==> src/rtl/score_pkg.sv <==
// score_pkg: shared constants, address helpers and state encoding for the score RAM
package score_pkg;
    localparam int SCORE_W = 16;
    localparam int ADDR_W  = 5;
    localparam logic RW_READ  = 1'b0;
    localparam logic RW_WRITE = 1'b1;
    localparam logic [ADDR_W-1:0] ADDR_TOP_IDS   = 5'd0;
    localparam logic [ADDR_W-1:0] ADDR_TOP_SCORE = 5'd1;
    typedef enum logic {CLEAR, IDLE} state_t;
    function automatic logic [ADDR_W-1:0] player_id_addr(input logic [ADDR_W-2:0] id);
        return {id, 1'b0};
    endfunction
    function automatic logic [ADDR_W-1:0] player_score_addr(input logic [ADDR_W-2:0] id);
        return {id, 1'b1};
    endfunction
endpackage

==> src/rtl/score_ram_array.sv <==
// score_ram_array: single-port storage, synchronous write, combinational read
// Ports: clk clock; we write enable; addr word address; din write data; dout word at addr
module score_ram_array
    import score_pkg::*;
#(
    parameter int DEPTH = 32
) (
    input  logic               clk,
    input  logic               we,
    input  logic [ADDR_W-1:0]  addr,
    input  logic [SCORE_W-1:0] din,
    output logic [SCORE_W-1:0] dout
);
    logic [SCORE_W-1:0] mem [DEPTH];
    always_ff @(posedge clk)
        if (we) mem[addr] <= din;
    assign dout = mem[addr];
endmodule

==> src/rtl/score_ram_responder.sv <==
// score_ram_responder: score RAM responder with clear sweep and read-latency pipeline
// Ports: clk clock; rst async active-low reset; scoreRAM_RW 1=write 0=read;
//        scoreRAM_Addr word address; scoreRAM_Din write data; clearAll sweep request;
//        scoreRAM_Dout registered read data; ready high while accesses are serviced
module score_ram_responder
    import score_pkg::*;
#(
    parameter int                 READ_LAT  = 2,
    parameter logic [SCORE_W-1:0] CLEAR_VAL = 16'h0000,
    parameter int                 DEPTH     = 32
) (
    input  logic               clk,
    input  logic               rst,
    input  logic               scoreRAM_RW,
    input  logic [ADDR_W-1:0]  scoreRAM_Addr,
    input  logic [SCORE_W-1:0] scoreRAM_Din,
    input  logic               clearAll,
    output logic [SCORE_W-1:0] scoreRAM_Dout,
    output logic               ready
);
    localparam logic [ADDR_W-1:0] LAST = ADDR_W'(DEPTH - 1);
    state_t             state, state_n;
    logic [ADDR_W-1:0]  cnt, cnt_n, ram_addr;
    logic [SCORE_W-1:0] ram_din, ram_dout, stage_in;
    logic               sweeping, in_range, we;
    logic [SCORE_W-1:0] pipe [READ_LAT];

    score_ram_array #(.DEPTH(DEPTH)) u_array (
        .clk (clk),
        .we  (we),
        .addr(ram_addr),
        .din (ram_din),
        .dout(ram_dout)
    );

    always_comb begin
        sweeping = state == CLEAR;
        in_range = int'(scoreRAM_Addr) < DEPTH;
        // clearAll wins over sweep completion so a late request still restarts from 0
        state_n  = clearAll ? CLEAR : (sweeping && cnt == LAST) ? IDLE : state;
        cnt_n    = (clearAll || !sweeping) ? '0 : cnt + 1'b1;
        we       = sweeping || (scoreRAM_RW == RW_WRITE && in_range);
        ram_addr = sweeping ? cnt : scoreRAM_Addr;
        ram_din  = sweeping ? CLEAR_VAL : scoreRAM_Din;
        // writes pass Din straight through so read-during-write returns new data
        stage_in = sweeping ? '0 :
                   scoreRAM_RW == RW_WRITE ? scoreRAM_Din :
                   in_range ? ram_dout : CLEAR_VAL;
    end

    always_ff @(posedge clk or negedge rst) begin
        if (!rst) begin
            state <= CLEAR;
            cnt   <= '0;
            for (int i = 0; i < READ_LAT; i++) pipe[i] <= '0;
        end else begin
            state   <= state_n;
            cnt     <= cnt_n;
            pipe[0] <= stage_in;
            for (int i = 1; i < READ_LAT; i++) pipe[i] <= pipe[i-1];
        end
    end

    assign scoreRAM_Dout = pipe[READ_LAT-1];
    assign ready         = state == IDLE;
endmodule

==> config.mk <==
export PLATFORM = sky130hd
export DESIGN_NAME = score_ram_responder
export DESIGN_NICKNAME = d
export VERILOG_FILES = /design/src/rtl/score_pkg.sv /design/src/rtl/score_ram_array.sv /design/src/rtl/score_ram_responder.sv
export SDC_FILE = /design/constraint.sdc
export NUM_CORES = 1
export LEC_CHECK = 0
export BUFFER_PORTS_ARGS = -buffer_cell sky130_fd_sc_hd__buf_2
export CORE_ASPECT_RATIO = 1.1
export CORE_MARGIN = 2
export CORE_UTILIZATION = 50
export CTS_BUF_LIST = sky130_fd_sc_hd__clkbuf_16
export DETAILED_ROUTE_END_ITERATION = 10
export PLACE_DENSITY_LB_ADDON = 0.25
export SYNTH_ARGS = -nofsm -noshare
export SYNTH_HDL_FRONTEND = slang
export SYNTH_SLANG_ARGS = --single-unit
==> constraint.sdc <==
create_clock -name clk -period 6.2 [get_ports clk]
set_input_delay 0.93 -clock clk [delete_from_list [all_inputs] [get_ports clk]]
set_output_delay 0.93 -clock clk [all_outputs]
set_load 0.01 [all_outputs]
==> impl_metrics.yaml <==
pwr:
  combinationalPowerShare_pct: 5.3
  pwr-share-seq_pct: 54.4
  switching_share_pct: 21.5
  p_int_mw: 5.85
  max-vdd-ir-drop_mv: 0.187
  p_clk_share_pct: 40.3
  netSwitchingPower_mw: 1.61
  power_density_nw_per_um2: 311
  leakage_nw: 8.30
hold_path:
  hold_class: "reg2reg"
die:
  io_pins: 42
  fp.dieW_um: 202
  dieHeight_um: 222
  die_area_um2: 45000
  fp-row-count: 79
  start_util_pct: 50.9
  core_area_um2: 42500
cells_and_area:
  final_core_utilization_pct: 56.5
  multiInputGateArea_um2: 4710
  fin_nets: 1454
  areaGrowthSynthToFinish_pct: 10.9
  seq_area_um2: 16300
  n_fill_cell: 3264
  post_route_cells_drive_above_1_share_pct: 14.7
clock_tree:
  clock_tree.root_cell: "clkbuf_16"
  post-cts-setup-buffers: 0
  clk_pin_slew_ps: 60
  cts_max_path_buffers: 3
  ctsHoldBuffers: 0
  clock_latency_ps: 580
  clock-sinks: 550
  htreeDepth: 2
  numCtsBuffers: 53
  cts_tree: "yes"
  ctsResizeCount: 0
yosys:
  synth_area_leaders: "edfxtp_1 71%, a21oi_1 6.0%, dfrtp_1 4.4%, mux4_2 3.5%, nand2_1 1.9%"
  syn-num-nets: 1418
  yosysMostFrequentCell: "edfxtp_1"
  yosysWarningCount: 0
  synth-edff-count: 512
  synth_area_um2: 21600
  syn_inst: 1391
  yosys_most_used_dff: "edfxtp_1"
  avgSynthCellArea_um2: 15.6
  netlist.top_cell.by_area: "edfxtp_1"
  ys_seq_area_share_pct: 75.5
  synth_common_cells: "512 x edfxtp_1, 260 x a21oi_1, 109 x nand2_1"
  synth_top_area_share_pct: 71.1
  synthArstFlopShare_pct: 6.91
  synth_seq_cells: 550
  synthDistinctLibCells: 58
sta:
  worst_pin_slew_ps: 1260
  rsz0062_at_grt: "false"
  finalCriticalPeriod_ps: 3910
  period_share_pct: 63.1
  setup_viol: 0
  hold_viol: 0
  max_freq_mhz: 255
  slew_violations: 0
  skew_ps: 11.4
  relSlewSlack_pct: 16.3
  tns_ps: 0
critical_path:
  worst_setup_path_start_kind: "register"
  cp.required_ps: 6680
  crit_path_end_kind: "register"
  path_class: "reg2reg"
  crit_slowest_cell: "dfrtp_2"
  crit_chain: "or3_2 -> buf_4 -> a21oi_1 -> o41ai_1 -> o2111ai_1 -> o31ai_1"
  path_max_fanout: 55
  arrival_ps: 4390
  cp_slowest_stage_delay_ps: 980
placement:
  place_congestion: 0.886
  port_buffers: 41
  dpl.hpwl_mm: 34.4
global_routing:
  grt_pass1_wl_mm: 83.7
  overflow: 0
  antenna_found_initial: 1
  grt_max_degree: 65
  grt_pass1_vias: 12500
  track_usage_pct: 25.3
routing:
  wl_per_cell_um: 27.9
  dr.pass1.iters: 5
  drc: 0
  routed_via_density: 6.30
  ant_nets: 0
  vias: 12800
  drt_iter0_drc: 1631
  drt-total-wl_mm: 57.0
flow_run:
  drv_cap: 0
run_status:
  outcome: "finished, final reports clean"
-- registers in the layout, summed over array words and instances, names as in the netlist --
register       cells
pipe              16
u_array.mem      512
scoreRAM_Dout     16
cnt                5
ready              1
-- final timing paths --
path / start / end / slack, ps / depth (start not counted)
max: ready / pipe[29] / 2290 / 6
min: pipe[24] / scoreRAM_Dout[8] / 350 / 0
max reg2reg: ready / pipe[29] / 2290 / 6
min reg2reg: pipe[24] / scoreRAM_Dout[8] / 350 / 0
max in group asynchronous: rst / ready / 5060 / 1
min in group asynchronous: rst / scoreRAM_Dout[5] / 500 / 1
-- stage by stage --
stage                     instance area, µm²  setup WS (ps)  total power [mW]  instances  hold WS [ps]
final                                  24000           2290              7.45       2039           354
after global routing                   24000           2170              7.67       2038           364
after CTS                              24000           2390              7.48       2038           353
after detailed placement               22400           2410              4.53       1939           338
after global placement                 22400           2070              4.52       1939           339
after floorplan                        21600           3090              4.40       1391           331
-- layer usage --
metal  track usage, %  part of all wire [%]  vias up
met2             40.2                    47      726
met1             34.3                    39     6450
met4             11.7                   4.9        0
li1                 -                     -     5529
met5                0                     0        -
met3             4.68                   8.9      142
-- cells in the final DEF (no fill, tap or decap), types with 33 or more instances in the layout --
master	n
a21oi_1	260
buf_2	41
buf_4	56
clkbuf_16	55
dfrtp_1	37
edfxtp_1	512
mux4_2	34
nand2_1	109
nand3_1	38
nor2_1	35
nor4_1	33
-- power groups by stage --
stage	combinational, mW	sequential, mW	clock [mW]
floorplan	0.270	4.13	0
global placement	0.388	4.13	0
detailed placement	0.392	4.13	0
CTS	0.393	4.06	3.03
global route	0.425	4.06	3.19
finish	0.394	4.06	3.00
-- area by class of cell --
type                            instances  share of cell area, %
Antenna cell                            1                 0.0104
Clock buffer                           55                   5.74
Clock inverter                         44                  0.991
Inverter                                1                 0.0156
Multi-Input combinational cell        724                   19.6
Sequential cell                       550                   68.0
Tap cell                              567                   2.96
Timing Repair Buffer                   97                   2.61
-- critical path: cells and delay by family, from the launching register on --
| family | cells | cell delay, ps |
|---|---|---|
| compound gates | 4 | 1480 |
| simple gates | 1 | 880 |
| flops | 1 | 980 |
| buf+inv | 1 | 420 |
-- logic make-up after synthesis --
| group | count (synthesis) | share of synthesized area (%) |
|---|---|---|
| xor gates and xnor gates | 2 | 0.0810 |
| AOI/OAI and AO/OA | 366 | 9.92 |
| and+or+nand+nor | 294 | 6.73 |
| DFF | 550 | 75.5 |
| adders and majority gates | 2 | 0.116 |
| buffers and inverters | 117 | 2.86 |
| muxes | 60 | 4.85 |
No activity file was read; power rests on OpenSTA's default activity.
